### src/rtl/booth_pkg.sv
// Shared types and constants for the sequential radix-4 Booth multiplier.
package booth_pkg;

    typedef enum logic [1:0] {
        IDLE,
        RUN,
        DONE
    } state_t;

    // Booth windows {b[2i+1], b[2i], b[2i-1]}
    localparam logic [2:0] DIG_Z0  = 3'b000;
    localparam logic [2:0] DIG_P1A = 3'b001;
    localparam logic [2:0] DIG_P1B = 3'b010;
    localparam logic [2:0] DIG_P2  = 3'b011;
    localparam logic [2:0] DIG_M2  = 3'b100;
    localparam logic [2:0] DIG_M1A = 3'b101;
    localparam logic [2:0] DIG_M1B = 3'b110;
    localparam logic [2:0] DIG_Z1  = 3'b111;

    function automatic int unsigned digit_count(input int unsigned width);
        return width / 2 + 1;
    endfunction

endpackage

### src/rtl/booth_digit_pp.sv
// Radix-4 Booth partial-product selector; negative digits return the ones
// complement and raise neg so the +1 can ride on the accumulator add.
module booth_digit_pp
    import booth_pkg::*;
#(
    parameter int unsigned WIDTH = 16
) (
    input  logic [2:0]       digit,
    input  logic [WIDTH+1:0] m,
    output logic [WIDTH+2:0] pp,
    output logic             neg
);

    logic [WIDTH+2:0] m1;
    logic [WIDTH+2:0] m2;

    assign m1 = {m[WIDTH+1], m};
    assign m2 = {m, 1'b0};

    always_comb begin
        pp  = '0;
        neg = 1'b0;
        case (digit)
            DIG_P1A, DIG_P1B: pp = m1;
            DIG_P2:           pp = m2;
            DIG_M2: begin
                pp  = ~m2;
                neg = 1'b1;
            end
            DIG_M1A, DIG_M1B: begin
                pp  = ~m1;
                neg = 1'b1;
            end
            default: pp = '0;
        endcase
    end

endmodule

### src/rtl/booth_mul_seq.sv
// Iterative radix-4 Booth multiplier: one digit per clock, start/done handshake,
// signed or unsigned operands selected per operation.
module booth_mul_seq
    import booth_pkg::*;
#(
    parameter int unsigned WIDTH = 16
) (
    input  logic                 clk,
    input  logic                 rst_n,
    input  logic                 start,
    input  logic                 is_signed,
    input  logic [WIDTH-1:0]     a,
    input  logic [WIDTH-1:0]     b,
    output logic                 busy,
    output logic                 done,
    output logic [2*WIDTH-1:0]   product
);

    localparam int unsigned N  = digit_count(WIDTH);
    localparam int unsigned CW = $clog2(N);
    localparam int unsigned XW = WIDTH + 2;
    localparam int unsigned AW = 2 * XW + 1;

    state_t state_q, state_d;

    logic [CW-1:0]      cnt_q;
    logic [XW-1:0]      m_q;
    logic [AW-1:0]      acc_q;
    logic               bm1_q;
    logic               accept;
    logic               last;
    logic [XW-1:0]      a_ext;
    logic [XW-1:0]      b_ext;
    logic [XW:0]        pp;
    logic               neg;
    logic [XW:0]        sum;
    logic signed [AW-1:0] acc_cat;
    logic signed [AW-1:0] acc_sh;

    assign accept = start && (state_q != RUN);
    assign last   = (cnt_q == CW'(N - 1));
    assign busy   = (state_q == RUN);
    assign done   = (state_q == DONE);

    assign a_ext = {{2{is_signed & a[WIDTH-1]}}, a};
    assign b_ext = {{2{is_signed & b[WIDTH-1]}}, b};

    booth_digit_pp #(.WIDTH(WIDTH)) u_pp (
        .digit ({acc_q[1:0], bm1_q}),
        .m     (m_q),
        .pp    (pp),
        .neg   (neg)
    );

    // Upper W+3 bits take the partial product; the whole word then shifts
    // right arithmetically so the multiplier bits drain out of the bottom.
    assign sum     = acc_q[AW-1:XW] + pp + {{XW{1'b0}}, neg};
    assign acc_cat = {sum, acc_q[XW-1:0]};
    assign acc_sh  = acc_cat >>> 2;

    always_ff @(posedge clk or negedge rst_n) begin
        if (!rst_n) begin
            state_q <= IDLE;
        end else begin
            state_q <= state_d;
        end
    end

    always_comb begin
        state_d = state_q;
        case (state_q)
            IDLE:    if (start) state_d = RUN;
            RUN:     if (last) state_d = DONE;
            DONE:    state_d = start ? RUN : IDLE;
            default: state_d = IDLE;
        endcase
    end

    always_ff @(posedge clk or negedge rst_n) begin
        if (!rst_n) begin
            cnt_q   <= '0;
            m_q     <= '0;
            acc_q   <= '0;
            bm1_q   <= 1'b0;
            product <= '0;
        end else if (accept) begin
            cnt_q <= '0;
            m_q   <= a_ext;
            acc_q <= {{(XW + 1){1'b0}}, b_ext};
            bm1_q <= 1'b0;
        end else if (state_q == RUN) begin
            acc_q <= acc_sh;
            bm1_q <= acc_q[1];
            cnt_q <= last ? '0 : cnt_q + 1'b1;
            if (last) begin
                product <= acc_sh[2*WIDTH-1:0];
            end
        end
    end

endmodule

### config.mk
export PLATFORM = sky130hd
export DESIGN_NAME = booth_mul_seq
export DESIGN_NICKNAME = d
export VERILOG_FILES = /design/src/rtl/booth_pkg.sv /design/src/rtl/booth_digit_pp.sv /design/src/rtl/booth_mul_seq.sv
export SDC_FILE = /design/constraint.sdc
export NUM_CORES = 1
export LEC_CHECK = 0
export ABC_AREA = 0
export CAP_MARGIN = 30
export CORE_MARGIN = 2
export CORE_UTILIZATION = 50
export CTS_CLUSTER_DIAMETER = 30
export DETAILED_ROUTE_END_ITERATION = 16
export GPL_TIMING_DRIVEN = 1
export PLACE_DENSITY = 0.79
export SETUP_SLACK_MARGIN = 0.15
export SLEW_MARGIN = 20
export SYNTH_ARGS = -nofsm -noshare
export SYNTH_HDL_FRONTEND = slang
export SYNTH_HIERARCHICAL = 1
export SYNTH_SLANG_ARGS = --single-unit
export TNS_END_PERCENT = 100
### constraint.sdc
create_clock -name clk -period 5.9 [get_ports clk]
set_input_delay 1.18 -clock clk [delete_from_list [all_inputs] [get_ports clk]]
set_output_delay 1.18 -clock clk [all_outputs]
set_load 0.02 [all_outputs]
### Yosys cells after proc, flatten, opt, wreduce, memory -nomap -nowiden

Index checks and enable logic that the tools add are counted.

| storage, ports and cells | value |
|---|---|
| register bits after elaboration | 93 |
| output and inout bits | 34 |
| word-level logic and storage cells | 47 |
| input port bits | 36 |

| cells by class | value |
|---|---|
| equal/unequal tests | 12 |
| bitwise operators | 5 |
| reduce and logical (&&, ||, !) cells | 8 |
| multiplexer cells | 13 |
| add/sub/neg operators | 3 |

Operators with widths:

| operator | count |
|---|---|
| 19-bit one-hot mux with 4 select lines | 1 |
| 37-bit two-way mux | 2 |
| 19-bit NOT | 2 |
| 19-bit by 1-bit adder with 19-bit output | 1 |
| 19-bit adder | 1 |
| 4-bit two-way mux | 3 |
| 3-bit equality test (second input constant) | 3 |
| 3-bit by 2-bit equality test with 1-bit output (second input constant) | 2 |
| 2-bit one-hot mux with 3 select lines | 1 |
| 4-bit by 1-bit adder with 4-bit output (second input constant) | 1 |
| 4-bit equality test (second input constant) | 1 |
| 1-bit two-way mux | 4 |
| 2-bit two-way mux | 2 |
| 2-bit by 1-bit inequality test with 1-bit output (second input constant) | 2 |
| 2-bit OR reduction | 2 |
| 3-bit by 1-bit equality test with 1-bit output (second input constant) | 1 |
| 3-bit AND reduction | 1 |
| 3-bit OR reduction | 1 |
| 1-bit bitwise AND | 2 |
| 2-bit by 1-bit equality test with 1-bit output (second input constant) | 1 |
| 2-bit equality test (second input constant) | 1 |
| 2-bit logical NOT | 1 |
| 2-bit inequality test (second input constant) | 1 |
| 2-bit AND reduction | 1 |
| 3 further kinds | 3 |

### Depth between registers and ports, before layout

| logic depth | value |
|---|---|
| word-level depth | 7 |
| depth in mapped cells | 13 |
| mapped depth without buffers | 10 |

### Modules after synthesis

The synthesis kept the hierarchy.

Modules (own cells, without submodules):

| module | area an instance (sq um) | times used | sequential area each (sq um) | cells an instance |
|---|---|---|---|---|
| booth_mul_seq | 4660.7 | 1 | 2277.2 | 485 |
| booth_digit_pp | 676.9 | 1 | 0.0 | 76 |

### Worst setup path before layout

Ideal clock, no wire load.

| timing | value |
|---|---|
| path type | register to register |
| from | register acc_q[0] |
| to | register acc_q[24] |
| library setup time | 0.095 ns |
| slack | 3.022 ns |
| buffers on the path | 3 |
| clock period less this slack | 2.878 ns |
| stages on the path, launching flop included | 13 |
| data arrival time | 2.783 ns |
| data required time | 5.805 ns |
| path through | dfrtp_1 -> buf_6 -> or3b_1 -> buf_2 -> buf_6 -> o221ai_2 -> ha_1 -> and2_4 -> a221oi_4 -> a21boi_0 -> o21a_1 -> o21a_1 -> o31ai_1 |

| on the way | value |
|---|---|
| longest elaborated chain between the ends | 7 |
| elaborated cells between the ends (all ways) | 15 |
| classes of those cells | add/sub: 2; eq/ne: 6; mux: 4; reduce/logical: 3 |

RTL lines:

| what | RTL line | source |
|---|---|---|
| start, declared | booth_mul_seq.sv:28 | `logic [AW-1:0] acc_q;` |
| start signal, assigned | booth_mul_seq.sv:89 | `acc_q <= {{(XW + 1){1'b0}}, b_ext};` |
| start signal, assigned | booth_mul_seq.sv:92 | `acc_q <= acc_sh;` |
| 3-bit equality test, or another cell as far along | booth_digit_pp.sv:23 | `case (digit)` |
| 2-bit OR reduction, on equally long branches | -- |  |
| 19-bit one-hot mux with 4 select lines (*) | booth_digit_pp.sv:23 |  |
| named net pp[5] | booth_mul_seq.sv:34 | `logic [XW:0] pp;` |
| 19-bit adder (*) | booth_mul_seq.sv:57 | `assign sum = acc_q[AW-1:XW] + pp + {{XW{1'b0}}, neg};` |
| 19-bit by 1-bit adder with 19-bit output (*) | booth_mul_seq.sv:57 |  |
| 37-bit two-way mux (*) | booth_mul_seq.sv:91 | `end else if (state_q == RUN) begin` |
| 37-bit two-way mux (*) | booth_mul_seq.sv:86 | `end else if (accept) begin` |

Mark *: on every way through the listed nets, which the timed path passes. The rest lies on a longest branch. The select of a mux whose other input is x is not followed.
A chain may end at the register's enable or synchronous reset.

### Worst setup path in the final report

| timing | value |
|---|---|
| from | register acc_q[0] |
| to | register product[31] |

| on the way | value |
|---|---|
| longest elaborated chain between the ends | 5 |
| elaborated cells between the ends (all ways) | 13 |
| classes of those cells | add/sub: 2; eq/ne: 6; mux: 2; reduce/logical: 3 |

RTL lines:

| what | RTL line | source |
|---|---|---|
| 3-bit equality test, or another cell as far along | booth_digit_pp.sv:23 |  |
| 2-bit OR reduction, on equally long branches | -- |  |
| 19-bit one-hot mux with 4 select lines (*) | booth_digit_pp.sv:23 |  |
| named net pp[1] | booth_mul_seq.sv:34 |  |
| 19-bit adder (*) | booth_mul_seq.sv:57 |  |
| 19-bit by 1-bit adder with 19-bit output (*) | booth_mul_seq.sv:57 |  |
| end signal, assigned | booth_mul_seq.sv:96 | `product <= acc_sh[2*WIDTH-1:0];` |
| end, declared | booth_mul_seq.sv:16 | `output logic [2*WIDTH-1:0] product` |

Mark *: on every way through the listed nets, which the timed path passes. The rest lies on a longest branch.

==> results by group <==
Worst setup path
  – CP Depth: 9
  – Crit path DAT: 3990 ps
  – R2r worst-path depth: 9
  – CP Class: reg2reg
  – R2R setup slack: 2180 ps
  – R2r startpoint: acc_q[0]
  – Top delay family on crit path: compound AO/OA/AOI/OAI gates
  – CP Capture Type: flip-flop
  – Critical-path top delay cell: or3b_1
  – Bufs and invs on worst path: 0
  – CP Data Required Time: 6170 ps
  – Crit path cell chain: or3b_1, o221ai_1, ha_1, a21oi_1, nand4b_1, a21boi_0, a221oi_1, nor4_1, a211o_1
  – Startpoint types: flip-flop
  – FF-to-FF End: product[31]
  – Slowest stage delay, CP: 790 ps
  – Worst Path Max Fanout: 26

Timing
  – RSZ-0062 raised after global routing: no
  – Tmin final: between 3000 and 4000 ps
  – Setup TNS: 0 ps
  – Final setup viols: 0
  – Fmax: about 270 MHz
  – Actual slew at the worst max-slew pin: 842.5 ps
  – Slew margin rel.: 0.4377
  – Max-slew violation count: 0
  – Clock Skews: between 20 and 25 ps
  – Hold Vio Cnt, Final: 0
  – Final Cycle Share: 0.6299

Drt
  – DR vias: 4394
  – Final WL: 12290 um
  – Router iterations before antenna repair: 5
  – ANT nets after route: 0
  – DR iter-0 viols: 203
  – Avg WL per Cell: 16.43 um
  – Post-route DRC: 0
  – Vias per cell: around 6

Floorplanning
  – Cell Rows: 37
  – Die area: 11520 sq um
  – Die width: ~110 um
  – Die Y: 107.3 um
  – Initial Utilization: 0.5170
  – # IOs: 70
  – Core Box Area: 10320 sq um

Worst hold path
  – Hold depth: 2
  – HP Class: reg2reg
  – Min-delay src: product[23]
  – Worst Hold Endpoint: product[23]

Clock network
  – Clock root buffer: clkbuf_8
  – Post-cts sizing count: 0
  – CTS tree: done
  – Setup bufs post-CTS: 0
  – Worst-Skew Late Latency: roughly 380 ps
  – Clock Sinks: 91
  – TritonCTS buffer count: 9
  – H-Tree Level Count: 3
  – CTS Buffer Depth: 2
  – Post-CTS Hold Buffers: 0
  – Clk slew on worst S/H paths: 100 ps

Cells and area
  – FF+latch area: 2277 sq um
  – Final net count: around 660
  – Syn-to-layout area delta: 17.09%
  – Multi-input logic area: 2833 sq um
  – Share of layout cells above drive strength 1: 0.09477
  – Layout fillers: 859
  – ANT cells: 0

Logic synthesis
  – Seq/Total Area, Yosys: 0.4266
  – Post-synthesis xor/xnor area fraction: 0.04899
  – Area leader, netlist: dfrtp_1
  – Synth warn: 6
  – Synth Area in Compound Gates: 0.1746
  – Number of flops mapped to enable cells by yosys: 0
  – Fraction of registers with async set/reset: 1.000
  – Most frequent cell after synthesis: nand2_1
  – Post-synthesis cell area: 5338 sq um
  – Post-synth top cells: nand2_1 (112), dfrtp_1 (91), o21ai_0 (54), xnor2_1 (24)
  – Largest family of logic cells by synthesized area: simple AND/OR/NAND/NOR gates
  – Largest cells by area after synthesis: dfrtp_1 (43%), nand2_1 (7.9%), o21ai_0 (5.1%)
  – Post-Synth Simple-Gate Area: 0.1857
  – Post-Syn Nets: 618
  – Mux contribution to synthesized area: 0.06939
  – Post-synth top flop: dfrtp_1
  – Syn Inst Count: 561
  – Mean Syn Cell Area: 9.514 sq um
  – FF+latch count, synth: a little over 90
  – Yosys top cell area share: 0.4266
  – Unique masters post-synth: 57
  – Post-Synth Adder-Cell Area: 0.05204

Placement
  – I/O Buffers: roughly 70
  – DP Wirelength: 8552 um
  – Routability-driven placement congestion ratio: 0.8859

Global route
  – GRT Util Overall: 0.2225
  – Pin count of the biggest net entering global routing: 56
  – First-pass GRT wire length: 20290 um
  – Vias in the first global route: between 4k and 5k
  – Initial antenna violation count: 0
  – Aggregate global routing overflow: 0

Status
  – Status: finished, final reports clean

Run
  – Max-Cap Viols: 0
[area by class of cell]
class                           instances  area share
Multi-Input combinational cell        419      0.4533
Sequential cell                        91      0.3644
Timing Repair Buffer                   76      0.1191
Tap cell                              136     0.02723
Clock buffer                           11     0.02422
Inverter                               10    0.006006
Clock inverter                          5    0.005806
[worst reg2reg max path, stage by stage (launching register included)]
cell	delay (ps)
dfrtp_1	670
or3b_1	800
o221ai_1	420
ha_1	300
a21oi_1	220
nand4b_1	180
a21boi_0	130
a221oi_1	540
nor4_1	110
a211o_1	250
[layout by cell type, fill, tap and decap left out, drive strengths merged, types with 18 or more instances in the layout]
master / count
mux2i: 19
o21ai: 54
xnor2: 25
dfrtp: 91
clkdlybuf4s50: 68
nand3: 20
a21oi: 18
nand2: 112
nand4b: 20
ha: 19
[cell families (layout without fill, tap and decap cells)]
family,Yosys count,count (layout)
AND/OR/NAND/NOR,203,203
AO/OA/AOI/OAI,131,131
flip-flops,91,91
buffers and inverters,51,102
multiplexers,35,35
XOR/XNOR,29,29
adder cells (fa/ha/maj),21,21
[how the worst max path moves through the flow]
stage / endpoint / start / slack [ps]
floorplan: acc_q[24] / acc_q[0] / 3020
global placement: product[31] / acc_q[0] / 2180
detailed placement: acc_q[33] / acc_q[0] / 2060
CTS: acc_q[33] / acc_q[0] / 2040
global route: product[31] / bm1_q / 1890
finish: product[31] / acc_q[0] / 2180
[routing by layer]
metal | GRT usage | share of wire
met1 | 0.3125 | 0.46
met2 | 0.3472 | 0.48
met3 | 0.04298 | 0.044
met4 | 0.07328 | 0.017
met5 | 0 | 0
[flip-flops by register name, indices dropped and copies added (netlist names)]
register	cells
bm1_q	1
state_q	2
m_q	17
cnt_q	4
product	32
acc_q	35
[through the flow]
step / util / cell area [sq um] / setup WS [ps] / hold WS (ps) / instances
finish: 0.6054 / 6250 / 2183 / 483.6 / 748
global route: 0.6054 / 6250 / 1886 / 510.8 / 748
CTS: 0.6043 / 6238 / 2045 / 490.5 / 747
detailed placement: 0.5861 / 6051 / 2057 / 461.6 / 731
global placement: 0.5861 / 6051 / 2176 / 458.1 / 731
floorplan: - / 5338 / 3022 / 450.4 / 561
Power is not shown: default switching activity piles up to over one toggle a cycle in this logic, so the estimate is an artifact.
==> variant 1, RTL diff (same flow settings) <==
Encoding of `state_t`: now one-hot (3 bits for 3 states).
--- a/src/rtl/booth_pkg.sv
+++ b/src/rtl/booth_pkg.sv
@@ -2,8 +2,8 @@
 package booth_pkg;
 
-    typedef enum logic [1:0] {
-        IDLE,
-        RUN,
-        DONE
+    typedef enum logic [2:0] {
+        IDLE = 3'b001,
+        RUN  = 3'b010,
+        DONE = 3'b100
     } state_t;
 
Behaviour: no difference found for any inputs over 10 cycles, from zero or initial values and one cycle with rst_n low; not proved beyond that.
==> variant 1 against the original RTL <==
  * Setup slack worse by 0.19 ns
  * Via count about the same
  * Fmax down 4.8%
  * Sequential cell count up 1
  * Clock skew down 0.0045 ns
  * Synthesized area up 3.2%
  * Final cell count up 2.0%
  * First-iteration DRC count up 37%
  * Cell area up 3.0%
  * Routed wire length up 0.42%
==> variant 1: results (changes against the original RTL) <==
track_usage_pct: 22.0  # -0.29 points
cts_setup_buffers: 0  # unchanged
antenna_cells: 0  # unchanged
root_buffer: "clkbuf_8"
antenna_found_initial: 0  # unchanged
synth_edf_count: 0  # unchanged
critPathTopFamily: "simple AND/OR/NAND/NOR gates"
firstDrtPassIters: 5  # unchanged
powerComb_mw: 1.73
via_per_inst: 5.75  # -2.1%
switching_power_mw: 1.46
critical_path.max_fanout: 27  # +3.8%
place_area_um2: 6200  # +2.5%
clk_latency_ns: 0.38  # about the same
post-place-cells: 746  # +2.1%
ctsResizeCount: 0  # unchanged
numCtsBuffers: 9  # unchanged
drive_gt1_share_pct: 11.4  # +1.9 points
grt_pass1_wl_um: 20400  # +0.51%
place_congestion: 0.944  # +6.6%
cts_max_path_buffers: 2  # unchanged
synth_cell_types: 64  # +12%
cp_slowest_cell: "dfrtp_1"
leakage_nw: 2.83
ys_top_cells_by_area: "dfrtp_1 (41%), nand2_1 (8.4%), ha_1 (4.3%)"
grt_pass1_vias: 4273  # +1.6%
slew_headroom_pct: 48.0  # +4.2 points
grt_max_degree: 52  # -7.1%
drtIter0Drc: 278  # +37%
port_buffers: 69  # unchanged
vias: 4390  # -0.091%
top_regs: "acc_q x35, product x32, m_q x17"
fin_skew_ns: 0.0163  # -0.00451 ns
wl_per_cell_um: 16.2  # -1.6%
synth_cells: 569  # +1.4%
crit_arrival_ns: 4.16  # +0.17 ns
dp_hpwl_um: 8680  # +1.5%
status: "complete, no violations"
synth_fp_nets: 626  # +1.3%
irDropWorstVdd_mv: 0.258
reg2regPathDepth: 9  # unchanged
clk_pin_slew_ns: 0.09
nNetsFinal: 675  # +1.7%
whs_path_depth: 2  # unchanged
pre_cts_slack_ns: 1.85  # -0.210 ns
yosysSeqAreaShare_pct: 41.8  # -0.86 points
yosys-top-cells-count: "nand2_1 (123), dfrtp_1 (91), o21ai_0 (44)"
synthArstFlopShare_pct: 100  # unchanged
critPathMaxStageDelay_ns: 0.86  # +0.07 ns
min_path_type: "flop to flop"
-- variant 1: cell count changes in the layout (fill, tap and decap cells not counted), moves of 4 or more --
cell	before	now
a21oi_1	18	22
nand2_1	112	123
o21ai_0	54	44
a21boi_0	5	0
nor2_1	11	7
a21o_1	6	10
inv_1	9	13
nand3_1	20	4
nand3b_1	0	18
nand4_1	8	4
-- variant 1: per-layer routing --
metal	global-route usage [%]	part of all wire (%)	routed length [µm]	up-vias
li1	-	-	-	2128
met1	29.8	47	5810	2136
met2	36.1	46	5740	112
met3	3.95	5.0	612	14
met4	6.14	1.4	176	0
met5	0	0	0	-
-- variant 1: final cells by class --
class / count / area, µm²
clock buffer: 9 / 124
clock inverter: 7 / 104
fill: 936 / 4350
inverter: 14 / 52.6
multi-input combinational: 425 / 2940
sequential: 92 / 2300
tap: 140 / 175
timing repair buffer: 76 / 744
-- variant 1: final timing paths --
path                                               from                 endpoint  slack [ns]
worst max register to register        bm1_q$_DFFE_PN0P_    acc_q[35]$_DFFE_PN0P_        2.00
min in group asynchronous                         rst_n   product[9]$_DFFE_PN0P_        0.78
worst min-delay path            product[15]$_DFFE_PN0P_  product[15]$_DFFE_PN0P_        0.48
worst max-delay path                  bm1_q$_DFFE_PN0P_    acc_q[35]$_DFFE_PN0P_        2.00
max in group asynchronous                         rst_n    acc_q[32]$_DFFE_PN0P_        4.06
worst min register to register  product[15]$_DFFE_PN0P_  product[15]$_DFFE_PN0P_        0.48
-- variant 1: cells by family after synthesis --
kind of cell    after synthesis  synth area share (%)
mux                          38                  7.36
xor+xnor                     30                  4.90
flops                        92                  41.8
buf+inv                      52                  4.90
fa+ha+maj                    21                  5.04
compound gates              131                  17.2
simple gates                205                  18.8
==> variant 2, RTL diff (same flow settings) <==
Made on the original files. `WIDTH` is set to 16 in 2 places; all go to 32.
--- a/src/rtl/booth_digit_pp.sv
+++ b/src/rtl/booth_digit_pp.sv
@@ -4,5 +4,5 @@
     import booth_pkg::*;
 #(
-    parameter int unsigned WIDTH = 16
+    parameter int unsigned WIDTH = 32
 ) (
     input  logic [2:0]       digit,
--- a/src/rtl/booth_mul_seq.sv
+++ b/src/rtl/booth_mul_seq.sv
@@ -4,5 +4,5 @@
     import booth_pkg::*;
 #(
-    parameter int unsigned WIDTH = 16
+    parameter int unsigned WIDTH = 32
 ) (
     input  logic                 clk,
Interface: changed (resized a, b and product); port bits go from 70 to 134. The function was not compared with the original's and may differ.
==> variant 2 against the original RTL <==
  * Largest cell class unchanged
  * Routed wire length increased by 95%
  * Cell area is 90% higher
  * Setup slack got worse by 0.65 ns
  * Synthesized area increased by 83%
  * Clock skew is 0.012 ns lower
  * Sequential cell count grew 81
  * Critical endpoint is now acc_q[67]$_DFFE_PN0P_
  * First-iteration DRC count rose to 2.7 times the old value
  * Critical path type unchanged
  * Non-clock buffer count up 70
Power is not shown: default switching activity piles up to over one toggle a cycle in this logic, so the estimate is an artifact.
==> variant 2: results (changes against the original RTL) <==
status: "complete, no violations"
tightest_slew_ns: 0.823  # -0.0195 ns
use_met1_pct: 33.8  # +2.6 points
r2r_slack_ns: 1.53  # -0.65 ns
wl_met1_um: 11500  # +110%
grt_use_met2_pct: 38.1  # +3.4 points
wl_met3_um: 1490  # +170%
cts_max_level: 4  # +1
use_met3_pct: 6.76  # +2.5 points
wl_um: 24000  # +95%
r2r-end: "acc_q[67]$_DFFE_PN0P_"
holdWs_ns: 0.473  # -0.0106 ns
root_buffer: "clkbuf_16"
timing.final.crit_share_pct: 74.1  # +11 points
final.fill_count: 1626  # +89%
setup.worst_path.class: "flop to flop"
critical_path.max_fanout: 22  # -15%
synth_cell_types: 62  # +8.8%
yosys-top-cells-count: "nand2_1 (198), dfrtp_1 (172), o21ai_0 (102)"
wl_met2_um: 10800  # +82%
drtIter0Drc: 547  # +170%
grt_max_degree: 83  # +48%
top_regs: "acc_q x67, product x64, m_q x33"
synth_top_area_share_pct: 44.0  # +1.3 points
via_per_inst: 5.59  # -4.9%
nNetsFinal: 1188  # +79%
hold_start: "product[21]$_DFFE_PN0P_"
drive_gt1_share_pct: 12.6  # +3.1 points
fin_skew_ns: 0.00922  # -0.0116 ns
numCtsBuffers: 17  # +8
r2r_start: "bm1_q$_DFFE_PN0P_"
place_congestion: 0.903  # +2.0%
clk_latency_ns: 0.43  # +0.05 ns
yosysSeqAreaShare_pct: 44.0  # +1.3 points
track_usage_pct: 24.3  # +2.0 points
ys_top_cells_by_area: "dfrtp_1 (44%), nand2_1 (7.6%), o21ai_0 (5.2%)"
cp_slowest_cell: "dfrtp_1"
dp_hpwl_um: 16700  # +96%
reg2regPathDepth: 13  # +4
antenna_found_initial: 1  # +1
port_buffers: 133  # +93%
grt_pass1_wl_um: 39500  # +95%
pre_cts_slack_ns: 1.57  # -0.490 ns
whs_endpoint: "product[21]$_DFFE_PN0P_"
synth_fp_nets: 1091  # +77%
crit_arrival_ns: 4.67  # +0.68 ns
whs_path_depth: 2  # unchanged
grt_pass1_vias: 7593  # +81%
-- variant 2: kinds of logic (layout without fill, tap and decap cells) --
logic type | Yosys count | count (layout) | share of synthesized area [%]
DFF | 172 | 172 | 44.0
muxes | 79 | 79 | 8.70
AOI/OAI and AO/OA | 239 | 239 | 17.9
xor gates and xnor gates | 65 | 65 | 5.90
adders and majority gates | 37 | 37 | 4.89
and+or+nand+nor | 307 | 307 | 14.8
other | 0 | 1 | 0
buffers and inverters | 87 | 196 | 3.89
-- variant 2: stage by stage --
step                std cells  cell area (µm²)
global placement         1329            11200
CTS                      1360            11800
finish                   1361            11900
floorplan                 986             9780
detailed placement       1329            11200
global route             1360            11800
-- variant 2: cell type report --
cell class	instances	area share (%)
multi-input combinational	727	43.1
sequential	172	36.3
timing repair buffer	146	12.0
clock buffer	17	3.59
tap	265	2.80
clock inverter	14	1.52
inverter	19	0.602
antenna	1	0.0211
